[src/rtl/bus_pkg.sv]
// Shared types and constants for the slave-bus arbiter.
// Latency: n/a (types, constants and a pure helper function only).
// Backpressure: n/a.
// Contents: arbiter state enum, bus widths, slave-side request struct and its idle value.
package bus_pkg;

   localparam int ADDR_W = 32;
   localparam int DATA_W = 32;
   localparam int SEL_W  = 4;

   typedef enum logic {
      ARB_IDLE  = 1'b0,
      ARB_OWNED = 1'b1
   } arb_state_t;

   // Everything a master drives toward the slave, bundled so the mux is one assignment.
   typedef struct packed {
      logic [ADDR_W-1:0] addr;
      logic [DATA_W-1:0] wr_data;
      logic              we;
      logic [SEL_W-1:0]  sel;
      logic              strobe;
   } bus_req_t;

   localparam bus_req_t BUS_IDLE = '0;

   // Position k of a circular scan of n entries beginning at start.
   function automatic int rr_index(input int start, input int k, input int n);
      return (start + k) % n;
   endfunction

endpackage

[src/rtl/bus_arbiter_rr_picker.sv]
// Round-robin winner search over a request vector.
// Latency: purely combinational.
// Backpressure: none; the caller decides when the winner is used.
// Ports: req (requests), start (first index scanned), exclude_low (requesters that only
//        win when no other requester is pending), winner (index), valid (any winner).
module rr_picker
   import bus_pkg::*;
#(
   parameter  int N  = 2,
   localparam int IW = $clog2(N)
) (
   input  logic [N-1:0]  req,
   input  logic [IW-1:0] start,
   input  logic [N-1:0]  exclude_low,
   output logic [IW-1:0] winner,
   output logic          valid
);

   always_comb begin
      logic [IW-1:0] idx;
      winner = '0;
      valid  = 1'b0;
      idx    = '0;
      // First pass: preferred requesters in circular order from start.
      for (int k = 0; k < N; k++) begin
         idx = IW'(rr_index(int'(start), k, N));
         if (!valid && req[idx] && !exclude_low[idx]) begin
            winner = idx;
            valid  = 1'b1;
         end
      end
      // Second pass: demoted requesters only if nobody else asked.
      for (int k = 0; k < N; k++) begin
         idx = IW'(rr_index(int'(start), k, N));
         if (!valid && req[idx]) begin
            winner = idx;
            valid  = 1'b1;
         end
      end
   end

endmodule

[src/rtl/bus_arbiter.sv]
// Round-robin arbiter + mux sharing one slave bus among NUM_MASTERS masters, with watchdog.
// Latency: req -> registered grant in 1 cycle; grant -> slave signals and ready -> m_ready combinational.
// Backpressure: owner holds the bus until s_ready, req withdrawal or watchdog; handover has no bubble.
// Ports: clk/rst (sync, active-high); m_* per-master request side; s_* slave side;
//        owner = granted index (valid while |m_grant); timeout_err = one-cycle forced-release pulse.
module bus_arbiter
   import bus_pkg::*;
#(
   parameter  int NUM_MASTERS = 2,
   parameter  int TIMEOUT     = 255,
   localparam int IW          = $clog2(NUM_MASTERS)
) (
   input  logic                                clk,
   input  logic                                rst,
   input  logic [NUM_MASTERS-1:0]              m_req,
   input  logic [NUM_MASTERS-1:0][ADDR_W-1:0]  m_addr,
   input  logic [NUM_MASTERS-1:0][DATA_W-1:0]  m_wr_data,
   input  logic [NUM_MASTERS-1:0]              m_we,
   input  logic [NUM_MASTERS-1:0][SEL_W-1:0]   m_sel,
   input  logic [NUM_MASTERS-1:0]              m_as,
   output logic [NUM_MASTERS-1:0]              m_grant,
   output logic [NUM_MASTERS-1:0]              m_ready,
   output logic [DATA_W-1:0]                   m_rd_data,
   output logic [ADDR_W-1:0]                   s_addr,
   output logic [DATA_W-1:0]                   s_wr_data,
   output logic                                s_we,
   output logic                                s_as,
   output logic [SEL_W-1:0]                    s_sel,
   input  logic [DATA_W-1:0]                   s_rd_data,
   input  logic                                s_ready,
   output logic [IW-1:0]                       owner,
   output logic                                timeout_err
);

   localparam int            WD_W     = (TIMEOUT < 2) ? 1 : $clog2(TIMEOUT);
   localparam logic [WD_W-1:0] WD_LAST = WD_W'((TIMEOUT > 0) ? TIMEOUT - 1 : 0);
   localparam logic [IW-1:0] LAST_IDX = IW'(NUM_MASTERS - 1);

   arb_state_t             state_q, state_d;
   logic [NUM_MASTERS-1:0] grant_q, grant_d;
   logic [IW-1:0]          owner_q, owner_d;
   logic [IW-1:0]          last_owner_q, last_owner_d;
   logic [WD_W-1:0]        wd_cnt_q, wd_cnt_d;
   logic                   timeout_err_q, timeout_err_d;

   logic [IW-1:0]          pick_start;
   logic [IW-1:0]          pick_idx;
   logic                   pick_vld;
   logic                   wd_expire;
   logic                   release_now;
   bus_req_t               sel_bus;

   // last_owner equals owner while OWNED, so one scan start serves both the idle
   // arbitration and the handover (current owner lands last in the circular order).
   assign pick_start = (last_owner_q == LAST_IDX) ? '0 : last_owner_q + IW'(1);

   rr_picker #(.N(NUM_MASTERS)) u_picker (
      .req         (m_req),
      .start       (pick_start),
      .exclude_low (grant_q),
      .winner      (pick_idx),
      .valid       (pick_vld)
   );

   always_comb begin
      state_d       = state_q;
      grant_d       = grant_q;
      owner_d       = owner_q;
      last_owner_d  = last_owner_q;
      wd_cnt_d      = wd_cnt_q;
      timeout_err_d = 1'b0;

      wd_expire   = (TIMEOUT != 0) && (state_q == ARB_OWNED) &&
                    (wd_cnt_q == WD_LAST) && !s_ready;
      release_now = s_ready || !m_req[owner_q] || wd_expire;

      case (state_q)
         ARB_IDLE: begin
            wd_cnt_d = '0;
            if (pick_vld) begin
               state_d           = ARB_OWNED;
               grant_d           = '0;
               grant_d[pick_idx] = 1'b1;
               owner_d           = pick_idx;
               last_owner_d      = pick_idx;
            end
         end
         ARB_OWNED: begin
            if (release_now) begin
               // Every release restarts the watchdog, including a re-grant to the same master.
               wd_cnt_d      = '0;
               timeout_err_d = wd_expire;
               grant_d       = '0;
               if (pick_vld) begin
                  grant_d[pick_idx] = 1'b1;
                  owner_d           = pick_idx;
                  last_owner_d      = pick_idx;
               end else begin
                  state_d = ARB_IDLE;
               end
            end else begin
               wd_cnt_d = wd_cnt_q + WD_W'(1);
            end
         end
         default: state_d = ARB_IDLE;
      endcase
   end

   always_ff @(posedge clk) begin
      if (rst) begin
         state_q       <= ARB_IDLE;
         grant_q       <= '0;
         owner_q       <= '0;
         last_owner_q  <= LAST_IDX;
         wd_cnt_q      <= '0;
         timeout_err_q <= 1'b0;
      end else begin
         state_q       <= state_d;
         grant_q       <= grant_d;
         owner_q       <= owner_d;
         last_owner_q  <= last_owner_d;
         wd_cnt_q      <= wd_cnt_d;
         timeout_err_q <= timeout_err_d;
      end
   end

   // Slave-side mux driven from the registered grant; idle bus is all zeros.
   always_comb begin
      sel_bus = BUS_IDLE;
      if (|grant_q) begin
         sel_bus.addr    = m_addr[owner_q];
         sel_bus.wr_data = m_wr_data[owner_q];
         sel_bus.we      = m_we[owner_q];
         sel_bus.sel     = m_sel[owner_q];
         sel_bus.strobe  = m_as[owner_q];
      end
   end

   assign s_addr      = sel_bus.addr;
   assign s_wr_data   = sel_bus.wr_data;
   assign s_we        = sel_bus.we;
   assign s_sel       = sel_bus.sel;
   assign s_as        = sel_bus.strobe;
   assign m_grant     = grant_q;
   assign m_ready     = grant_q & {NUM_MASTERS{s_ready}};
   assign m_rd_data   = s_rd_data;
   assign owner       = owner_q;
   assign timeout_err = timeout_err_q;

endmodule

[config.mk]
export PLATFORM = sky130hd
export DESIGN_NAME = bus_arbiter
export DESIGN_NICKNAME = d
export VERILOG_FILES = /design/src/rtl/bus_pkg.sv /design/src/rtl/bus_arbiter_rr_picker.sv /design/src/rtl/bus_arbiter.sv
export SDC_FILE = /design/constraint.sdc
export NUM_CORES = 1
export LEC_CHECK = 0
export CAP_MARGIN = 30
export CORE_ASPECT_RATIO = 0.6
export CORE_MARGIN = 5
export CORE_UTILIZATION = 21
export CTS_CLUSTER_DIAMETER = 120
export CTS_CLUSTER_SIZE = 14
export DETAILED_ROUTE_END_ITERATION = 7
export PLACE_DENSITY_LB_ADDON = 0.2
export SETUP_SLACK_MARGIN = 0.02
export SLEW_MARGIN = 40
export SYNTH_ARGS = -nofsm -noshare
export SYNTH_HDL_FRONTEND = slang
export SYNTH_SLANG_ARGS = --single-unit
[constraint.sdc]
create_clock -name clk -period 1.7 [get_ports clk]
set_clock_uncertainty 0.05 [all_clocks]
set_input_delay 0.425 -clock clk [delete_from_list [all_inputs] [get_ports clk]]
set_output_delay 0.425 -clock clk [all_outputs]
set_load 0.02 [all_outputs]
======== Word level (Yosys, flattened, before mapping) ========
Cells that the tools add are included.
storage, ports and cells
  register bits after elaboration ......... 14
operators by class
  $add $sub $neg .......................... 3
  magnitude comparators ................... 5
  equality and inequality tests ........... 3
  muxes and demuxes ....................... 47
  bitwise logic cells ..................... 3
  reductions and logical operators ........ 20
operators with widths
  operator                                                     number
  two-way mux 32 bit                                           4
  two-way mux 70 bit                                           1
  two-way mux 1 bit                                            30
  case mux 8 bit (2 select lines)                              1
  adder 8 x 1 -> 8 bit (second input constant)                 1
  == test 8 bit (second input constant)                        1
  logical AND 1 bit                                            8
  less-than comparator 1 x 2 -> 1 bit (second input constant)  4
  two-way mux 4 bit                                            2
  two-way mux 8 bit                                            1
  logical NOT 1 bit                                            7
  two-way mux 2 bit                                            3
  case mux 1 bit (2 select lines)                              3
  case mux 2 bit (2 select lines)                              1
  OR reduction 3 bit                                           1
  adder 1 bit (second input constant)                          2
  bitwise AND 2 bit                                            1
  logical OR 1 bit                                             2
  inequality test 2 x 1 -> 1 bit (second input constant)       1
  inequality test 2 bit (second input constant)                1
  NOT 1 bit                                                    2
  AND reduction 2 bit                                          1
  OR reduction 2 bit                                           1
  demux 1 bit (select 1 bit)                                   1
  >= comparator 1 bit (second input constant)                  1

======== Longest topological paths before layout ========
  depth in word-level cells ............... 24
  gate-level depth with buffers ........... 7

======== By module ========
A second synthesis with hierarchy kept.
second synthesis, totals
  cells, all modules ...................... 258
  area, all modules ....................... 1894.3 um2
modules (own cells, without submodules)
  module       times used  cells each  area each (um2)
  bus_arbiter  1           253         1864.3
  rr_picker    1           5           30.0

======== Worst setup path after synthesis ========
No wires, ideal clock.
  path kind ............................... reg-to-output
  start point ............................. register owner_q (netlist: owner)
  end point ............................... output port s_addr[0]
  arrival time ............................ 1.276 ns
  data required time ...................... 1.225 ns
  slack ................................... -0.051 ns
  cell stages (with the launch flop) ...... 5
  path buffers ............................ 2
  path through ............................ dfxtp_1 -> buf_2 -> buf_2 -> mux2i_1 -> nor2_1
between the ends
  cells in the longest elaborated chain, start to end .. 3
ends and longest elaborated chain
  element                                                line                RTL
  start, declared                                        bus_arbiter.sv:41   logic [IW-1:0] owner_q, owner_d;
  start signal, assigned                                 bus_arbiter.sv:120  owner_q <= owner_d;
  two-way mux 32 bit (not written as such) (2 in a row)  bus_arbiter.sv:131  sel_bus.addr = m_addr[owner_q];
  two-way mux 70 bit                                     bus_arbiter.sv:130  if (|grant_q) begin
  end, declared                                          bus_arbiter.sv:24   output logic [ADDR_W-1:0] s_addr,
No other way between the ends. The select of a mux whose other input is x is not followed.

======== Worst setup path in the final report ========
  start point ............................. register owner_q (netlist: owner)
  end point ............................... output port s_addr[17]
Same word-level chain as after synthesis.

==> metrics.txt <==
outcome finished, violations left; failing checks setup timing; R2R Setup Slk -0.06 ns; ys async rst share 0; Final WS setup -0.234 ns; FP Rows 26; crit path launch type register; CTS Sinks 14; cell taking the most area after synthesis mux2i_1; Final Util 0.597; pre-CTS setup slack -0.492 ns; worst vdd ir 311 uV; Pleak 1.99 nW; unrepaired setup endpoints after global routing true; DR pass1 iterations 4; f_max 517 MHz; grt ovf 0; Max FO, Critical Path 4; setup_tns -10.43 ns; clock slew seen by the registers of the worst setup and hold paths 0.05 ns; Worst EP required between 1 and 1.5 ns; first-pass GRT wire length 16300 um; Via-to-Cell Ratio around 4.4; final period utilization 1.14; #FFs+latches synth 14; CP Capture Point s_addr[17]; IO buf count 220; DP HPWL 8210 um; Vias 2563; Cells after Synth about 250; TritonCTS buffer count 3; mapped cell area between 0.0015 and 0.002 mm^2; initial antenna violation count 0; worst min path class register to register; core footprint 0.00862 mm^2; r2r endpoint wd_cnt_q[6]$_SDFF_PP0_; die height 83.3 um; Worst Setup SP owner$_SDFFE_PP0P_; Final #Nets 652; worst-case clock buffer depth 2; sequential area share after synthesis 0.149; Syn Area/Cell 7.42 um^2; CTS Root Buffer Type clkbuf_16; Pwr Density roughly 550 mW/mm^2; CTS tree done; Slew @ Worst Pin 0.212 ns; Synth Net Count 432; vias in the first global route 2796; Max transition margin 0.858; synth-to-layout area growth 174%; DRC Markers 0; Max Cap Viol 0; number of flops mapped to enable cells by yosys 0; Starting Density 0.218; post-DR wirelength/cell 18.7 um; largest net degree at the start of global routing 21; fin. max-slew vios 0; Synth Warn # 0; share of the synthesized area in the top cell type 0.378; Placer Congestion 0.800; diode count 0; top-count cell post-synth nor2_1; All-Layer GR Usage 0.181; Die W 132 um; Unique masters post-synth 29; ratio of cells with drive above 1 in the final layout 0.500; ranking of synthesized cells by area mux2i_1, nor2_1, dfxtp_1; worst skew pair latency approximately 0.24 ns; die area 0.0110 mm^2; Iteration-0 DRC Markers 65; io pins 285; fin crit period 1.93 ns; worst r2r src owner$_SDFFE_PP0P_; Post-synth top cells nor2_1, mux2i_1, buf_4; post-cts hold buffer count 0; Critical Path AT 1.46 ns; antenna-violating nets left 0; H-tree Lvls 1; Fill cells 729; critical path type register to primary output; ys flop type dfxtp_1; Crit. End Element primary output; final wirelength 10900 um; Fin. Hold Viols 0; Worst R2R Path Depth 7; final-report setup violation count 81
## final cells by class
class / instances / area [um^2] / area share
sequential: 14 / 284 / 0.0552
tap: 112 / 140 / 0.0272
clock buffer: 4 / 88.8 / 0.0173
multi-input combinational: 188 / 1790 / 0.349
inverter: 2 / 7.51 / 0.00146
timing repair buffer: 264 / 2830 / 0.550
## worst max-delay path, cell delays in order (launching register included)
cell and delay [ns]:
dfxtp_4 0.35, buf_12 0.13, buf_8 0.13, buf_16 0.13, buf_12 0.12, mux2i_1 0.16
nor2_2 0.05, buf_6 0.13
## flip-flops by register name, summed over array words and instances (netlist names)
signal / flops
m_grant: 2
owner: 1
wd_cnt_q: 8
state_q: 1
timeout_err: 1
last_owner_q: 1
## worst min path at each step
stage                                    startpoint                   endpoint  depth (start not counted)
final                            state_q$_SDFF_PP0_     timeout_err$_SDFF_PP0_                          2
after global routing             state_q$_SDFF_PP0_     timeout_err$_SDFF_PP0_                          2
after CTS                 last_owner_q$_SDFFE_PP1P_  last_owner_q$_SDFFE_PP1P_                          1
after detailed placement  last_owner_q$_SDFFE_PP1P_  last_owner_q$_SDFFE_PP1P_                          1
after global placement    last_owner_q$_SDFFE_PP1P_  last_owner_q$_SDFFE_PP1P_                          1
after floorplan              wd_cnt_q[0]$_SDFF_PP0_     wd_cnt_q[0]$_SDFF_PP0_                          1
## where the power goes
| part | internal (W) | switching [W] | leakage [nW] |
|---|---|---|---|
| Sequential | 0.000341 | 0.0000104 | 0.115 |
| Combinational | 0.00113 | 0.000869 | 1.83 |
| Clock | 0.000357 | 0.000138 | 0.0442 |
## through the flow
stage          cells  cell area (um^2)  power, W  hold WS [ns]
2_1_floorplan    253              2050   0.00120         0.402
3_3_place_gp     556              4280   0.00194         0.435
3_5_place_dp     556              4280   0.00195         0.428
4_1_cts          582              4780   0.00269         0.444
5_1_grt          584              5140   0.00298         0.499
6_report         584              5140   0.00285         0.456
## cells in the final DEF (no fill, tap or decap), types with 2 or more instances in the layout
cell type and instances:
clkdlybuf4s15_2 14, dlygate4sd2_1 2, buf_6 50, nand2b_1 4, nor2_4 2, inv_1 2, clkbuf_16 5, buf_16 5
ha_1 2, nand2_1 3, nor2_2 68, buf_12 7, buf_8 3, buf_2 11, nor2_1 11, nand3_1 3
mux2i_4 19, buf_4 23, dfxtp_1 13, xor2_1 5, mux2i_2 21, mux2i_1 31, clkdlybuf4s50_1 144, and3_1 2
## repair_timing
action,4_1_cts,5_1_grt
endpoints found under the hold margin,0,0
gates resized for setup,367,95
buffers inserted,16,1
endpoints found under the setup margin,76,85
pin swaps,1,12
cloned,6,2
## metal layers
layer | GRT usage | wire, um | vias to the layer above
li1 | - | - | 1264
met1 | 0.201 | 4110 | 1143
met2 | 0.326 | 5500 | 150
met3 | 0.0833 | 1270 | 6
met4 | 0.0243 | 51 | 0
met5 | 0 | 0 | -
## cell families after synthesis
family | Yosys count | synth area share
and+or+nand+nor | 101 | 0.225
muxes | 71 | 0.378
buffers and inverters | 51 | 0.172
DFF | 14 | 0.149
AOI/OAI and AO/OA | 8 | 0.0346
xor gates and xnor gates | 6 | 0.0280
adders and majority gates | 2 | 0.0133
No activity file was read; power rests on OpenSTA's default activity.
